--- src/rtl/imem_loader_pkg.sv ---
// Shared types and constants for the serial instruction-memory loader.
// Holds the frame FSM encoding, the UART receiver encoding and the baud helper.
package imem_loader_pkg;

  typedef enum logic [2:0] {
    ST_IDLE   = 3'd0,
    ST_LEN_LO = 3'd1,
    ST_LEN_HI = 3'd2,
    ST_DATA   = 3'd3,
    ST_CSUM   = 3'd4,
    ST_DONE   = 3'd5,
    ST_ERR    = 3'd6
  } state_e;

  typedef enum logic [1:0] {
    RX_IDLE  = 2'd0,
    RX_START = 2'd1,
    RX_DATA  = 2'd2,
    RX_STOP  = 2'd3
  } rx_state_e;

  localparam logic [7:0] SYNC_BYTE = 8'hA5;

  function automatic int calc_clks_per_bit(input int clk_freq_hz, input int baud);
    return clk_freq_hz / baud;
  endfunction

endpackage

--- src/rtl/uart_rx_byte.sv ---
// 8N1 UART byte receiver: 2-flop synchronizer, mid-bit sampling, glitch-rejecting start check.
// Emits a one-cycle byte_valid with byte_data and frame_err (stop bit sampled low).
module uart_rx_byte
  import imem_loader_pkg::*;
#(
  parameter int CLKS_PER_BIT = 434
) (
  input  logic       clk,
  input  logic       rst_n,
  input  logic       rx,
  output logic       byte_valid,
  output logic [7:0] byte_data,
  output logic       frame_err,
  output rx_state_e  dbg_state
);

  localparam int HALF  = CLKS_PER_BIT / 2;
  localparam int CNT_W = (CLKS_PER_BIT > 2) ? $clog2(CLKS_PER_BIT) : 1;

  logic             rx_meta_q, rx_sync_q, rx_prev_q;
  rx_state_e        state_q, state_d;
  logic [CNT_W-1:0] cnt_q, cnt_d;
  logic [2:0]       bit_q, bit_d;
  logic [7:0]       shift_q, shift_d;
  logic             valid_q, valid_d;
  logic             ferr_q, ferr_d;
  logic             rx_fall, half_done, bit_done;

  // Line idles high, so the synchronizer resets to 1 to avoid a false start edge.
  always_ff @(posedge clk or negedge rst_n) begin
    if (!rst_n) begin
      rx_meta_q <= 1'b1;
      rx_sync_q <= 1'b1;
      rx_prev_q <= 1'b1;
    end else begin
      rx_meta_q <= rx;
      rx_sync_q <= rx_meta_q;
      rx_prev_q <= rx_sync_q;
    end
  end

  assign rx_fall   = rx_prev_q & ~rx_sync_q;
  assign half_done = (cnt_q == CNT_W'(HALF - 1));
  assign bit_done  = (cnt_q == CNT_W'(CLKS_PER_BIT - 1));

  always_comb begin
    state_d = state_q;
    cnt_d   = cnt_q;
    bit_d   = bit_q;
    shift_d = shift_q;
    valid_d = 1'b0;
    ferr_d  = ferr_q;
    case (state_q)
      RX_IDLE: begin
        if (rx_fall) begin
          state_d = RX_START;
          cnt_d   = '0;
        end
      end
      RX_START: begin
        if (half_done) begin
          cnt_d   = '0;
          bit_d   = 3'd0;
          state_d = rx_sync_q ? RX_IDLE : RX_DATA;
        end else begin
          cnt_d = cnt_q + CNT_W'(1);
        end
      end
      RX_DATA: begin
        if (bit_done) begin
          cnt_d   = '0;
          shift_d = {rx_sync_q, shift_q[7:1]};
          bit_d   = bit_q + 3'd1;
          if (bit_q == 3'd7) state_d = RX_STOP;
        end else begin
          cnt_d = cnt_q + CNT_W'(1);
        end
      end
      RX_STOP: begin
        if (bit_done) begin
          cnt_d   = '0;
          valid_d = 1'b1;
          ferr_d  = ~rx_sync_q;
          state_d = RX_IDLE;
        end else begin
          cnt_d = cnt_q + CNT_W'(1);
        end
      end
      default: state_d = RX_IDLE;
    endcase
  end

  always_ff @(posedge clk or negedge rst_n) begin
    if (!rst_n) begin
      state_q <= RX_IDLE;
      cnt_q   <= '0;
      bit_q   <= 3'd0;
      shift_q <= 8'h00;
      valid_q <= 1'b0;
      ferr_q  <= 1'b0;
    end else begin
      state_q <= state_d;
      cnt_q   <= cnt_d;
      bit_q   <= bit_d;
      shift_q <= shift_d;
      valid_q <= valid_d;
      ferr_q  <= ferr_d;
    end
  end

  assign byte_valid = valid_q;
  assign byte_data  = shift_q;
  assign frame_err  = ferr_q;
  assign dbg_state  = state_q;

endmodule

--- src/rtl/imem_loader.sv ---
// Frame parser that loads a checksummed program image from UART into instruction memory.
// Holds the core in reset until a complete, checksum-valid image has been written.
module imem_loader
  import imem_loader_pkg::*;
#(
  parameter int CLK_FREQ_HZ = 50_000_000,
  parameter int BAUD        = 115200,
  parameter int ADDR_W      = 8
) (
  input  logic              clk,
  input  logic              rst_n,
  input  logic              rx,
  output logic              imem_we,
  output logic [ADDR_W-1:0] imem_waddr,
  output logic [31:0]       imem_wdata,
  output logic              cpu_rst_n,
  output logic              loading,
  output logic              done,
  output logic              err,
  output logic [4:0]        dbg_state
);

  localparam int          CLKS_PER_BIT = calc_clks_per_bit(CLK_FREQ_HZ, BAUD);
  localparam int          DEPTH        = 2 ** ADDR_W;
  localparam logic [16:0] DEPTH_L      = 17'(DEPTH);

  // Receiver handshake: byte_valid is a one-cycle pulse with no back-pressure;
  // byte_data and frame_err are only meaningful in that cycle.
  logic       byte_valid, frame_err;
  logic [7:0] byte_data;
  rx_state_e  rx_dbg;

  uart_rx_byte #(
    .CLKS_PER_BIT(CLKS_PER_BIT)
  ) u_rx (
    .clk       (clk),
    .rst_n     (rst_n),
    .rx        (rx),
    .byte_valid(byte_valid),
    .byte_data (byte_data),
    .frame_err (frame_err),
    .dbg_state (rx_dbg)
  );

  state_e            state_q, state_d;
  logic [7:0]        len_lo_q, len_lo_d;
  logic [15:0]       len_q, len_d;
  logic [15:0]       word_idx_q, word_idx_d;
  logic [1:0]        byte_idx_q, byte_idx_d;
  logic [23:0]       asm_q, asm_d;
  logic [7:0]        xor_q, xor_d;
  logic              we_q, we_d;
  logic [ADDR_W-1:0] waddr_q, waddr_d;
  logic [31:0]       wdata_q, wdata_d;
  logic [16:0]       len_full;
  logic              in_frame, good_byte;

  assign len_full  = {1'b0, byte_data, len_lo_q};
  assign in_frame  = (state_q == ST_LEN_LO) || (state_q == ST_LEN_HI) ||
                     (state_q == ST_DATA)   || (state_q == ST_CSUM);
  assign good_byte = byte_valid && !frame_err;

  always_ff @(posedge clk or negedge rst_n) begin
    if (!rst_n) state_q <= ST_IDLE;
    else        state_q <= state_d;
  end

  // Framing errors abort an open frame but are silently dropped outside one.
  always_comb begin
    state_d = state_q;
    if (byte_valid && frame_err) begin
      if (in_frame) state_d = ST_ERR;
    end else if (byte_valid) begin
      case (state_q)
        ST_IDLE, ST_DONE, ST_ERR: if (byte_data == SYNC_BYTE) state_d = ST_LEN_LO;
        ST_LEN_LO: state_d = ST_LEN_HI;
        ST_LEN_HI: begin
          if (len_full > DEPTH_L)   state_d = ST_ERR;
          else if (len_full == '0)  state_d = ST_CSUM;
          else                      state_d = ST_DATA;
        end
        ST_DATA: begin
          if (byte_idx_q == 2'd3 && word_idx_q == len_q - 16'd1) state_d = ST_CSUM;
        end
        ST_CSUM: state_d = (byte_data == xor_q) ? ST_DONE : ST_ERR;
        default: state_d = ST_IDLE;
      endcase
    end
  end

  always_comb begin
    len_lo_d   = len_lo_q;
    len_d      = len_q;
    word_idx_d = word_idx_q;
    byte_idx_d = byte_idx_q;
    asm_d      = asm_q;
    xor_d      = xor_q;
    we_d       = 1'b0;
    waddr_d    = waddr_q;
    wdata_d    = wdata_q;
    if (good_byte) begin
      case (state_q)
        ST_IDLE, ST_DONE, ST_ERR: begin
          if (byte_data == SYNC_BYTE) begin
            word_idx_d = '0;
            byte_idx_d = '0;
            xor_d      = 8'h00;
          end
        end
        ST_LEN_LO: len_lo_d = byte_data;
        ST_LEN_HI: len_d    = {byte_data, len_lo_q};
        ST_DATA: begin
          xor_d      = xor_q ^ byte_data;
          byte_idx_d = byte_idx_q + 2'd1;
          case (byte_idx_q)
            2'd0: asm_d[7:0]   = byte_data;
            2'd1: asm_d[15:8]  = byte_data;
            2'd2: asm_d[23:16] = byte_data;
            default: begin
              we_d       = 1'b1;
              waddr_d    = word_idx_q[ADDR_W-1:0];
              wdata_d    = {byte_data, asm_q};
              word_idx_d = word_idx_q + 16'd1;
            end
          endcase
        end
        default: ;
      endcase
    end
  end

  always_ff @(posedge clk or negedge rst_n) begin
    if (!rst_n) begin
      len_lo_q   <= 8'h00;
      len_q      <= 16'h0000;
      word_idx_q <= 16'h0000;
      byte_idx_q <= 2'd0;
      asm_q      <= 24'h000000;
      xor_q      <= 8'h00;
      we_q       <= 1'b0;
      waddr_q    <= '0;
      wdata_q    <= 32'h0;
    end else begin
      len_lo_q   <= len_lo_d;
      len_q      <= len_d;
      word_idx_q <= word_idx_d;
      byte_idx_q <= byte_idx_d;
      asm_q      <= asm_d;
      xor_q      <= xor_d;
      we_q       <= we_d;
      waddr_q    <= waddr_d;
      wdata_q    <= wdata_d;
    end
  end

  always_comb begin
    loading   = in_frame;
    done      = (state_q == ST_DONE);
    err       = (state_q == ST_ERR);
    cpu_rst_n = (state_q == ST_DONE);
  end

  assign imem_we    = we_q;
  assign imem_waddr = waddr_q;
  assign imem_wdata = wdata_q;
  assign dbg_state  = {rx_dbg, state_q};

endmodule

--- config.mk ---
export PLATFORM = sky130hd
export DESIGN_NAME = imem_loader
export DESIGN_NICKNAME = d
export VERILOG_FILES = /design/src/rtl/imem_loader_pkg.sv /design/src/rtl/uart_rx_byte.sv /design/src/rtl/imem_loader.sv
export SDC_FILE = /design/constraint.sdc
export NUM_CORES = 1
export LEC_CHECK = 0
export BUFFER_PORTS_ARGS = -buffer_cell sky130_fd_sc_hd__clkbuf_2
export CAP_MARGIN = 10
export CORE_MARGIN = 3
export CORE_UTILIZATION = 45
export CTS_CLUSTER_DIAMETER = 200
export DETAILED_ROUTE_END_ITERATION = 8
export HOLD_SLACK_MARGIN = 0.02
export PLACE_DENSITY = 0.66
export SYNTH_ARGS = -nofsm -noshare
export SYNTH_HDL_FRONTEND = slang
export SYNTH_SLANG_ARGS = --single-unit
--- constraint.sdc ---
create_clock -name clk -period 6.4 [get_ports clk]
set_input_delay 1.28 -clock clk [delete_from_list [all_inputs] [get_ports clk]]
set_output_delay 1.28 -clock clk [all_outputs]
set_load 0.01 [all_outputs]
# After elaboration in Yosys (flattened, before gate mapping)

Index checks and enable logic that the tools add are counted.

Register bits: 145
Latch bits: 0
RAM bits: 0
Bits in read-only memories: 0
Input port bits: 3
Logic and storage cells: 124
Memories: 0

Add/sub/neg operators: 5
$mul: 0
Div/mod/pow operators: 0
Order comparisons: 1
Equal/unequal tests: 28
Shift-type cells: 0
Mux-type cells: 35
Bitwise logic cells: 4
Reductions and logical operators: 30

Operators with widths:

| operator                                                        | number |
|---|---|
| two-way mux 16 bit                                              | 2 |
| one-hot mux 16 bit (2 select lines)                             | 1 |
| two-way mux 3 bit                                               | 9 |
| two-way mux 9 bit                                               | 3 |
| one-hot mux 9 bit (3 select lines)                              | 1 |
| AND reduction 3 bit                                             | 6 |
| logical NOT 17 bit                                              | 1 |
| adder 16 x 1 -> 16 bit (second input constant)                  | 1 |
| equality test 16 bit                                            | 1 |
| greater-than comparator 16 x 9 -> 1 bit (second input constant) | 1 |
| two-way mux 2 bit                                               | 8 |
| one-hot mux 8 bit (2 select lines)                              | 1 |
| subtractor 16 x 1 -> 16 bit (second input constant)             | 1 |
| one-hot mux 3 bit (5 select lines)                              | 1 |
| equality test 3 bit (second input constant)                     | 4 |
| inequality test 2 x 1 -> 1 bit (second input constant)          | 5 |
| adder 9 x 1 -> 9 bit (second input constant)                    | 1 |
| equality test 9 x 8 -> 1 bit (second input constant)            | 1 |
| equality test 9 bit (second input constant)                     | 1 |
| equality test 2 bit (second input constant)                     | 4 |
| equality test 8 bit                                             | 1 |
| equality test 8 bit (second input constant)                     | 1 |
| two-way mux 8 bit                                               | 1 |
| one-hot mux 2 bit (4 select lines)                              | 1 |
| 25 further kinds                                                | 46 |

# Longest topological paths before layout

Gate-level depths: netlist of the first run.

Word-level depth: 7
Mapped depth: 9
Gate-level depth less buffers: 9

# Cells and area by module

A second synthesis of the first run with hierarchy kept.

Cell total of the unflattened synthesis: 588
Area, all modules: 6866.6 um^2

By module, submodules not included:

| module       | times used | cells each | area each (um^2) | sequential area each (um^2) |
|---|---|---|---|---|
| imem_loader  | 1          | 470        | 5545.3           | 2952.8 |
| uart_rx_byte | 1          | 118        | 1321.3           | 679.4 |

# Worst setup path before layout of the first run

Ideal clock, no wire load.

Path type: register -> register
From: register len_q[0]
To: register state_q[0]
Library setup time: 0.128 ns
Arrival: 2.440 ns
Required time: 6.272 ns
Setup slack: 3.832 ns
Cell stages (with the launch flop): 10
Path through: dfrtp_1 inv_1 ha_1 or4b_4 nor2_1 nand3b_1 xnor2_1 o311a_1 o31ai_4 mux2_1

Cells in the longest elaborated chain, start to end: 5

RTL lines:

| what                                            | line               | RTL |
|---|---|---|
| start: declaration                              | imem_loader.sv:47  | `logic [15:0] len_q, len_d;` |
| start signal: assignment                        | imem_loader.sv:145 | `len_q <= len_d;` |
| subtractor 16 x 1 -> 16 bit                     | imem_loader.sv:83  | `if (byte_idx_q == 2'd3 && word_idx_q == len_q - 16'd1) state_d = ST_CSUM;` |
| equality test 16 bit                            | imem_loader.sv:83  |  |
| logical AND 1 bit                               | imem_loader.sv:83  |  |
| inequality test 3 x 1 -> 1 bit (no source line) | -                  |  |
| AND reduction 4 bit (no source line)            | -                  |  |
| end signal: assignment                          | imem_loader.sv:65  | `else state_q <= state_d;` |
| end: declaration                                | imem_loader.sv:45  | `state_e state_q, state_d;` |

Every way passes these cells.
A chain may end at the register's enable or synchronous reset.

# Final worst setup path of the first run

From: register state_q[0]
To: output cpu_rst_n

Cells in the longest elaborated chain, start to end: 1

RTL lines:

| what                | line               | RTL |
|---|---|---|
| equality test 3 bit | imem_loader.sv:160 | `cpu_rst_n = (state_q == ST_DONE);` |
| end: declaration    | imem_loader.sv:16  | `output logic cpu_rst_n,` |

Every way passes these cells.

==> run_results.csv, run 1 <==
group,metric,value,unit
synth,synth_edf_count,0,
clock_network,cts_setup_buffers,0,
detailed_routing,num_vias,4752,
floorplanning,std_cell_rows,44,
worst_hold_path,hp-start,"u_rx.rx_meta_q",
sta,finClkSkew,10.89,ps
synth,ys_ff_latch,145,
detailed_routing,routed_via_density,5.591,
global_routing,grt_pass1_vias,4774,
synth,synthAdderAreaFrac,2.845,%
synth,syn_nets,626,
finish,drive_above_1_share,29.43,%
clock_network,cts_root_buf,"clkbuf_16",
clock_network,cts_max_path_buffers,2,
placed_design,portBuffers,52,
sta,tightest_slew,1000,ps
synth,ys_types,59,
synth,synth.yosys.seq_area_share,52.28,%
status,outcome,"finished, final reports clean",
detailed_routing,post-route-drc-count,0,
global_routing,gr-usage-all-layers,18.12,%
synth,synth_top_family_by_area,"multiplexers",
worst_hold_path,whs_path_depth,0,
floorplanning,die_h,130.3,µm
detailed_routing,postRouteAntennaNets,0,
finish,fillers,1308,
floorplanning,ios,53,
finish,nets,671,
worst_setup_path,cp_max_fo,15,
global_routing,grt_pass1_wl,23940,µm
worst_setup_path,end_kind,"primary output",
worst_setup_path,path_cells,"nor2b_1, and2_1, clkbuf_2",
worst_setup_path,reg2reg_to,"state_q[1]",
run,maxCapViolCount,0,
finish,design_area,0.007895,mm²
synth,synthMuxAreaShare,15.97,%
detailed_routing,top_layer_used,"met4",
detailed_routing,avgRoutedWirePerCell,17.09,µm
placed_design,place_area,0.007336,mm²
sta,setup_viol,0,
clock_network,hold_buffers,0,
detailed_routing,postRouteWirelength,14520,µm
synth,synth-async-reset-ratio,100.0,%
worst_setup_path,reg2reg_depth,9,
global_routing,grt_overflow,0,
synth,synth-simple-area-share,13.22,%
worst_setup_path,cp_slowest_stage_delay,610,ps
clock_network,cts-htree-levels,4,
worst_setup_path,critPathSlowestCell,"dfrtp_1",
detailed_routing,first_pass_iters,4,
synth,synthFlopType,"dfrtp_1",
placed_design,dp_slack,3593,ps
sta,drv_slew,0,
worst_setup_path,critPathKind,"reg -> out",
finish,syn_to_final_growth,13.63,%
clock_network,clk_latency,430,ps
power_and_ir_drop,ir_drop,189.6,µV
synth,yosys_warnings,0,
worst_setup_path,cp.arrival,1680,ps
worst_setup_path,crit_path_start_kind,"register",
sta,finalCritPeriodShare,46.17,%
floorplanning,die-area,0.01697,mm²
clock_network,ctsResizeCount,0,
sta,setup_slack,3445,ps
floorplanning,die_x,130.3,µm
finish,insertedDiodeCount,0,
detailed_routing,wl_met2,7417,µm
detailed_routing,drt_iter0_markers,263,
finish,fin_util,53.31,%
sta,slew_headroom,33.07,%
detailed_routing,dr_wl_met3,461,µm
clock_network,cts_tree,"built",
clock_network,clock-sinks,145,
synth,syn_inst,608,
global_routing,antenna_found_initial,0,
sta,rsz0062_at_grt,"false",
sta,setup-tns-final,0,ps
worst_setup_path,r2r_slack,3640,ps
synth,synthXorXnorAreaFrac,4.790,%
synth,syn_avg_cell_area,11.43,µm²
clock_network,path_clk_slew,60,ps
clock_network,cts-buffers-inserted,17,
worst_setup_path,reg2reg_from,"len_q[0]",
sta,period_needed,2955,ps
floorplanning,coreArea,0.01481,mm²
sta,holdWs,354.5,ps
detailed_routing,met1_length,6456,µm
worst_hold_path,hold_class,"reg -> reg",
synth,synth_area,0.006948,mm²
worst_setup_path,required,5120,ps
worst_hold_path,hold-path-endpoint,"u_rx.rx_sync_q",
global_routing,grt_max_degree,79,
placed_design,gp_congestion,0.8569,
sta,finalHoldViolCount,0,
power_and_ir_drop,p_leak,3.981,nW
synth,synth_compound_area_share,7.942,%
placed_design,dp_hpwl,9771,µm
floorplanning,start_util,46.92,%
sta,clock.fmax,338.4,MHz
power_and_ir_drop,p_per_area,256.2,mW/mm²
==> cells in the mapped netlist, drive strengths merged, types with 2 or more instances <==
master  instances  share of area (%)
xor2           18                2.3
nand3          11               0.79
nor2           25                1.4
and3            9               0.81
inv            21                1.1
or3             7               0.63
nand2          61                3.3
clkbuf         18               0.97
ha             15                2.7
buf            10               0.85
o221ai          2               0.25
nor4            9               0.90
mux2           95                 15
nor2b           5               0.45
dfstp           3                1.1
a21o            4               0.45
nand4           8               0.99
and2            4               0.36
o21ai          48                3.5
a21oi          15                1.1
and4            3               0.38
nor3            8               0.72
or4             3               0.43
dfrtp         142                 51
nand2b          9               0.81
o22ai           3               0.27
nand3b          3               0.32
and4b           3               0.43
xnor2          20                2.5
o31ai           4               0.83
mux2i           4               0.58
a211oi          2               0.22
==> where the power goes <==
part           total, mW  internal [mW]  switching, mW
sequential         0.948          0.932         0.0167
combinational      0.140         0.0452         0.0944
clock              0.935          0.538          0.397
==> metal layers <==
| layer | vias to the layer above | GRT usage (%) |
|---|---|---|
| met4 | 0 | 5.929 |
| met3 | 13 | 4.585 |
| met2 | 69 | 31.41 |
| met1 | 2441 | 22.12 |
| li1 | 2229 | - |
| met5 | - | 0 |
==> how the worst max path moves through the flow <==
| stage | startpoint | to | depth (start not counted) |
|---|---|---|---|
| after floorplan | len_q[0] | state_q[0] | 9 |
| after global placement | rst_n | u_rx.cnt_q[6] | 2 |
| after detailed placement | rst_n | u_rx.cnt_q[7] | 2 |
| after CTS | state_q[0] | cpu_rst_n | 3 |
| after global routing | state_q[0] | cpu_rst_n | 3 |
| final | state_q[0] | cpu_rst_n | 3 |
==> cell type report <==
class	instances	area (µm²)	area share [%]
Clock buffer	18	429.2	5.436
Clock inverter	14	130.1	1.648
Inverter	21	78.83	0.9984
Multi-Input combinational cell	414	3113	39.43
Sequential cell	145	3632	46.01
Tap cell	184	230.2	2.916
Timing Repair Buffer	54	281.5	3.566
==> critical path: cells and delay by family, from the launching register on <==
kind                   cells  cell delay (ps)
buffers and inverters      1              140
DFF                        1              610
and+or+nand+nor            2              500
==> placed cells by master, fill, tap and decap left out, types with 4 or more instances in the layout <==
cell       Yosys  routed
inv_6          0       4
nor2_1        25      25
inv_1         21      21
nor2b_1        5       5
clkbuf_2       0      51
nor4_1         8       8
xnor2_1       20      20
nand4_1        5       5
and3_1         9       9
nand2b_1       9       9
nand3_1       11      11
nand2_1       61      60
or3_1          7       7
clkbuf_16      0      17
xor2_1        18      18
ha_1          15      15
dfrtp_1      142     142
and2_1         4       4
a21oi_1       14      14
clkinv_4       0       4
mux2_2        93      93
mux2i_1        4       4
nor3_1         6       6
o21ai_0       47      47
==> kinds of logic after synthesis <==
family,count (synthesis)
muxes,99
DFF,145
adders and majority gates,16
and+or+nand+nor,172
buffers and inverters,49
xor gates and xnor gates,38
AOI/OAI and AO/OA,89
==> stage by stage <==
step           total power [mW]  instances
6_report                  2.023        850
5_1_grt                   2.103        850
4_1_cts                   2.048        850
3_5_place_dp              1.106        818
3_3_place_gp              1.094        818
2_1_floorplan             1.051        608
==> registers in the layout (all words and copies together) (netlist names), 9 cells and up, named ones only <==
register / cells
asm_q: 24
u_rx.cnt_q: 9
imem_wdata: 32
len_q: 16
word_idx_q: 16
(Power assumes the default switching activity.)
==> inputs of run 2 (changes only) <==
--- a/config.mk
+++ b/config.mk
@@ -12,7 +12,7 @@
 export CTS_CLUSTER_DIAMETER = 200
 export DETAILED_ROUTE_END_ITERATION = 8
 export HOLD_SLACK_MARGIN = 0.02
-export PLACE_DENSITY = 0.66
+export PLACE_DENSITY = 0.68
 export SYNTH_ARGS = -nofsm -noshare
 export SYNTH_HDL_FRONTEND = slang
 export SYNTH_SLANG_ARGS = --single-unit
==> constraint.sdc (replaced) <==
create_clock -name clk -period 2.4 [get_ports clk]
set_input_delay 0.48 -clock clk [delete_from_list [all_inputs] [get_ports clk]]
set_output_delay 0.48 -clock clk [all_outputs]
set_load 0.01 [all_outputs]
==> run_results.csv, run 2 (synthesis gave the netlist of run 1 again) <==
group,metric,value,unit
status,outcome,"finished with violations",
status,violations,"negative setup slack",
finish,final_cell_mix,"142 x dfrtp_1, 93 x mux2_2, 60 x nand2_1",
global_routing,gr-usage-met2,32.32,%
sta,setup_slack,-166.8,ps
detailed_routing,num_vias,4924,
sta,tightest_slew,718.7,ps
finish,fin_util,56.29,%
global_routing,antenna_found_initial,0,
placed_design,gp_congestion,0.9572,
placed_design,dp_hpwl,10490,µm
global_routing,use_met3,5.158,%
clock_network,cts_max_path_buffers,2,
global_routing,top_usage_layer,"met2",
worst_setup_path,cpLargestDelayFamily,"simple AND/OR/NAND/NOR gates",
finish,fin_cells,890,
sta,finClkSkew,11.76,ps
finish,final_common_cell,"dfrtp_1",
floorplanning,std_cell_rows,44,
clock_network,path_clk_slew,60,ps
worst_setup_path,cp_max_fo,3,
power_and_ir_drop,p_sw,1.324,mW
placed_design,portBuffers,52,
worst_setup_path,required,2700,ps
power_and_ir_drop,p_leak,4.242,nW
clock_network,cts_root_buf,"clkbuf_16",
sta,setup_viol,3,
worst_hold_path,hold_class,"in -> reg",
power_and_ir_drop,p_per_area,663.7,mW/mm²
power_and_ir_drop,ir_drop,511.4,µV
sta,finalCritPeriodShare,107.0,%
worst_setup_path,critPathBufInv,2,
power_and_ir_drop,clkPwrFrac,47.4,%
placed_design,dp.cells,850,
global_routing,grt_max_degree,56,
finish,insertedDiodeCount,0,
detailed_routing,routed_via_density,5.533,
detailed_routing,avgRoutedWirePerCell,17.23,µm
power_and_ir_drop,p_int,4.210,mW
global_routing,grt_pass1_wl,25080,µm
clock_network,clock-sinks,145,
sta,rsz0062_at_grt,"true",
sta,period_needed,2567,ps
sta,finalHoldViolCount,0,
floorplanning,coreArea,0.01481,mm²
floorplanning,die_x,130.3,µm
worst_setup_path,critPathKind,"reg -> reg",
worst_setup_path,end_kind,"register",
clock_network,cts-buffers-inserted,17,
detailed_routing,first_pass_iters,4,
power_and_ir_drop,p_seq_share,45.7,%
worst_setup_path,path_cells,"inv_2, ha_4, or4b_4, buf_6, nor3_4, xnor2_1, a21oi_2, nand4_2, o31ai_4, mux2_4",
finish,syn_to_final_growth,19.99,%
floorplanning,start_util,46.92,%
global_routing,gr-usage-all-layers,18.97,%
run,maxCapViolCount,0,
worst_setup_path,cp.arrival,2870,ps
clock_network,cts_tree,"built",
placed_design,place_area,0.007604,mm²
detailed_routing,postRouteAntennaNets,0,
clock_network,cts-htree-levels,4,
sta,drv_slew,0,
power_and_ir_drop,combPwrFrac,6.9,%
global_routing,globalRouteMet1Util,23.57,%
floorplanning,die_h,130.3,µm
sta,slew_headroom,51.66,%
sta,clock.fmax,389.6,MHz
worst_setup_path,critPathSlowestCell,"or4b_4",
placed_design,dp_slack,-112.2,ps
floorplanning,ios,53,
floorplanning,die-area,0.01697,mm²
detailed_routing,post-route-drc-count,0,
detailed_routing,postRouteWirelength,15330,µm
worst_setup_path,crit_path_start_kind,"register",
global_routing,grt_overflow,0,
global_routing,grt_pass1_vias,4998,
power_and_ir_drop,p_sw_share,23.92,%
detailed_routing,drt_iter0_markers,190,
finish,largest_reg_flops,32,
finish,nets,711,
finish,design_area,0.008337,mm²
finish,drive_above_1_share,34.84,%
worst_setup_path,cp_slowest_stage_delay,490,ps
clock_network,clk_latency,420,ps
finish,fillers,1201,
-- run 2: layout make-up --
type                    count  area, µm²  share of cell area [%]
clock buffers              21      460.4                   5.523
well taps                 184      230.2                   2.762
multi-input cells         414       3194                   38.32
clock inverters            11      128.9                   1.546
flip-flops and latches    145       3632                   43.57
repair buffers             94      611.8                   7.339
inverters                  21      78.83                  0.9455
-- run 2: timing repair --
item	4_1_cts	5_1_grt
hold buffers	1	0
setup endpoints to repair	2	13
hold endpoints to repair	45	0
pin swaps	0	8
buffers inserted	0	7
resized for setup	1	18
-- run 2: per-layer routing --
metal	routed length, µm	up-vias
li1	-	2306
met1	6616	2514
met2	8009	89
met3	534	15
met4	172	0
met5	0	-
-- run 2: power groups by stage --
| stage | logic (mW) | registers, mW | clock network, mW |
|---|---|---|---|
| after floorplan | 0.235 | 2.57 | 0 |
| after global placement | 0.369 | 2.57 | 0 |
| after detailed placement | 0.386 | 2.57 | 0 |
| after CTS | 0.392 | 2.53 | 2.66 |
| after global routing | 0.440 | 2.53 | 2.79 |
| final | 0.384 | 2.53 | 2.62 |
-- run 2: path summary, 6_finish.rpt --
path                                 from             end  slack, ps  depth (start not counted)
setup / recovery                 len_q[1]      state_q[0]       -170                         10
hold / removal                         rx  u_rx.rx_meta_q        130                          1
setup reg to reg                 len_q[1]      state_q[0]       -170                         10
hold reg to reg            u_rx.rx_meta_q  u_rx.rx_sync_q        360                          0
max in group asynchronous           rst_n  word_idx_q[10]       1120                          3
min in group asynchronous           rst_n   imem_wdata[1]        570                          2
-- run 2: per-stage QoR --
stage / total power, mW / hold WS [ps] / setup TNS (ps)
floorplan: 2.802 / 184.4 / -60.13
global placement: 2.935 / 347.3 / -91.58
detailed placement: 2.959 / 347.3 / -201.7
CTS: 5.584 / 119.2 / -262.8
global route: 5.762 / 108.8 / -693.4
finish: 5.533 / 134.9 / -380.4
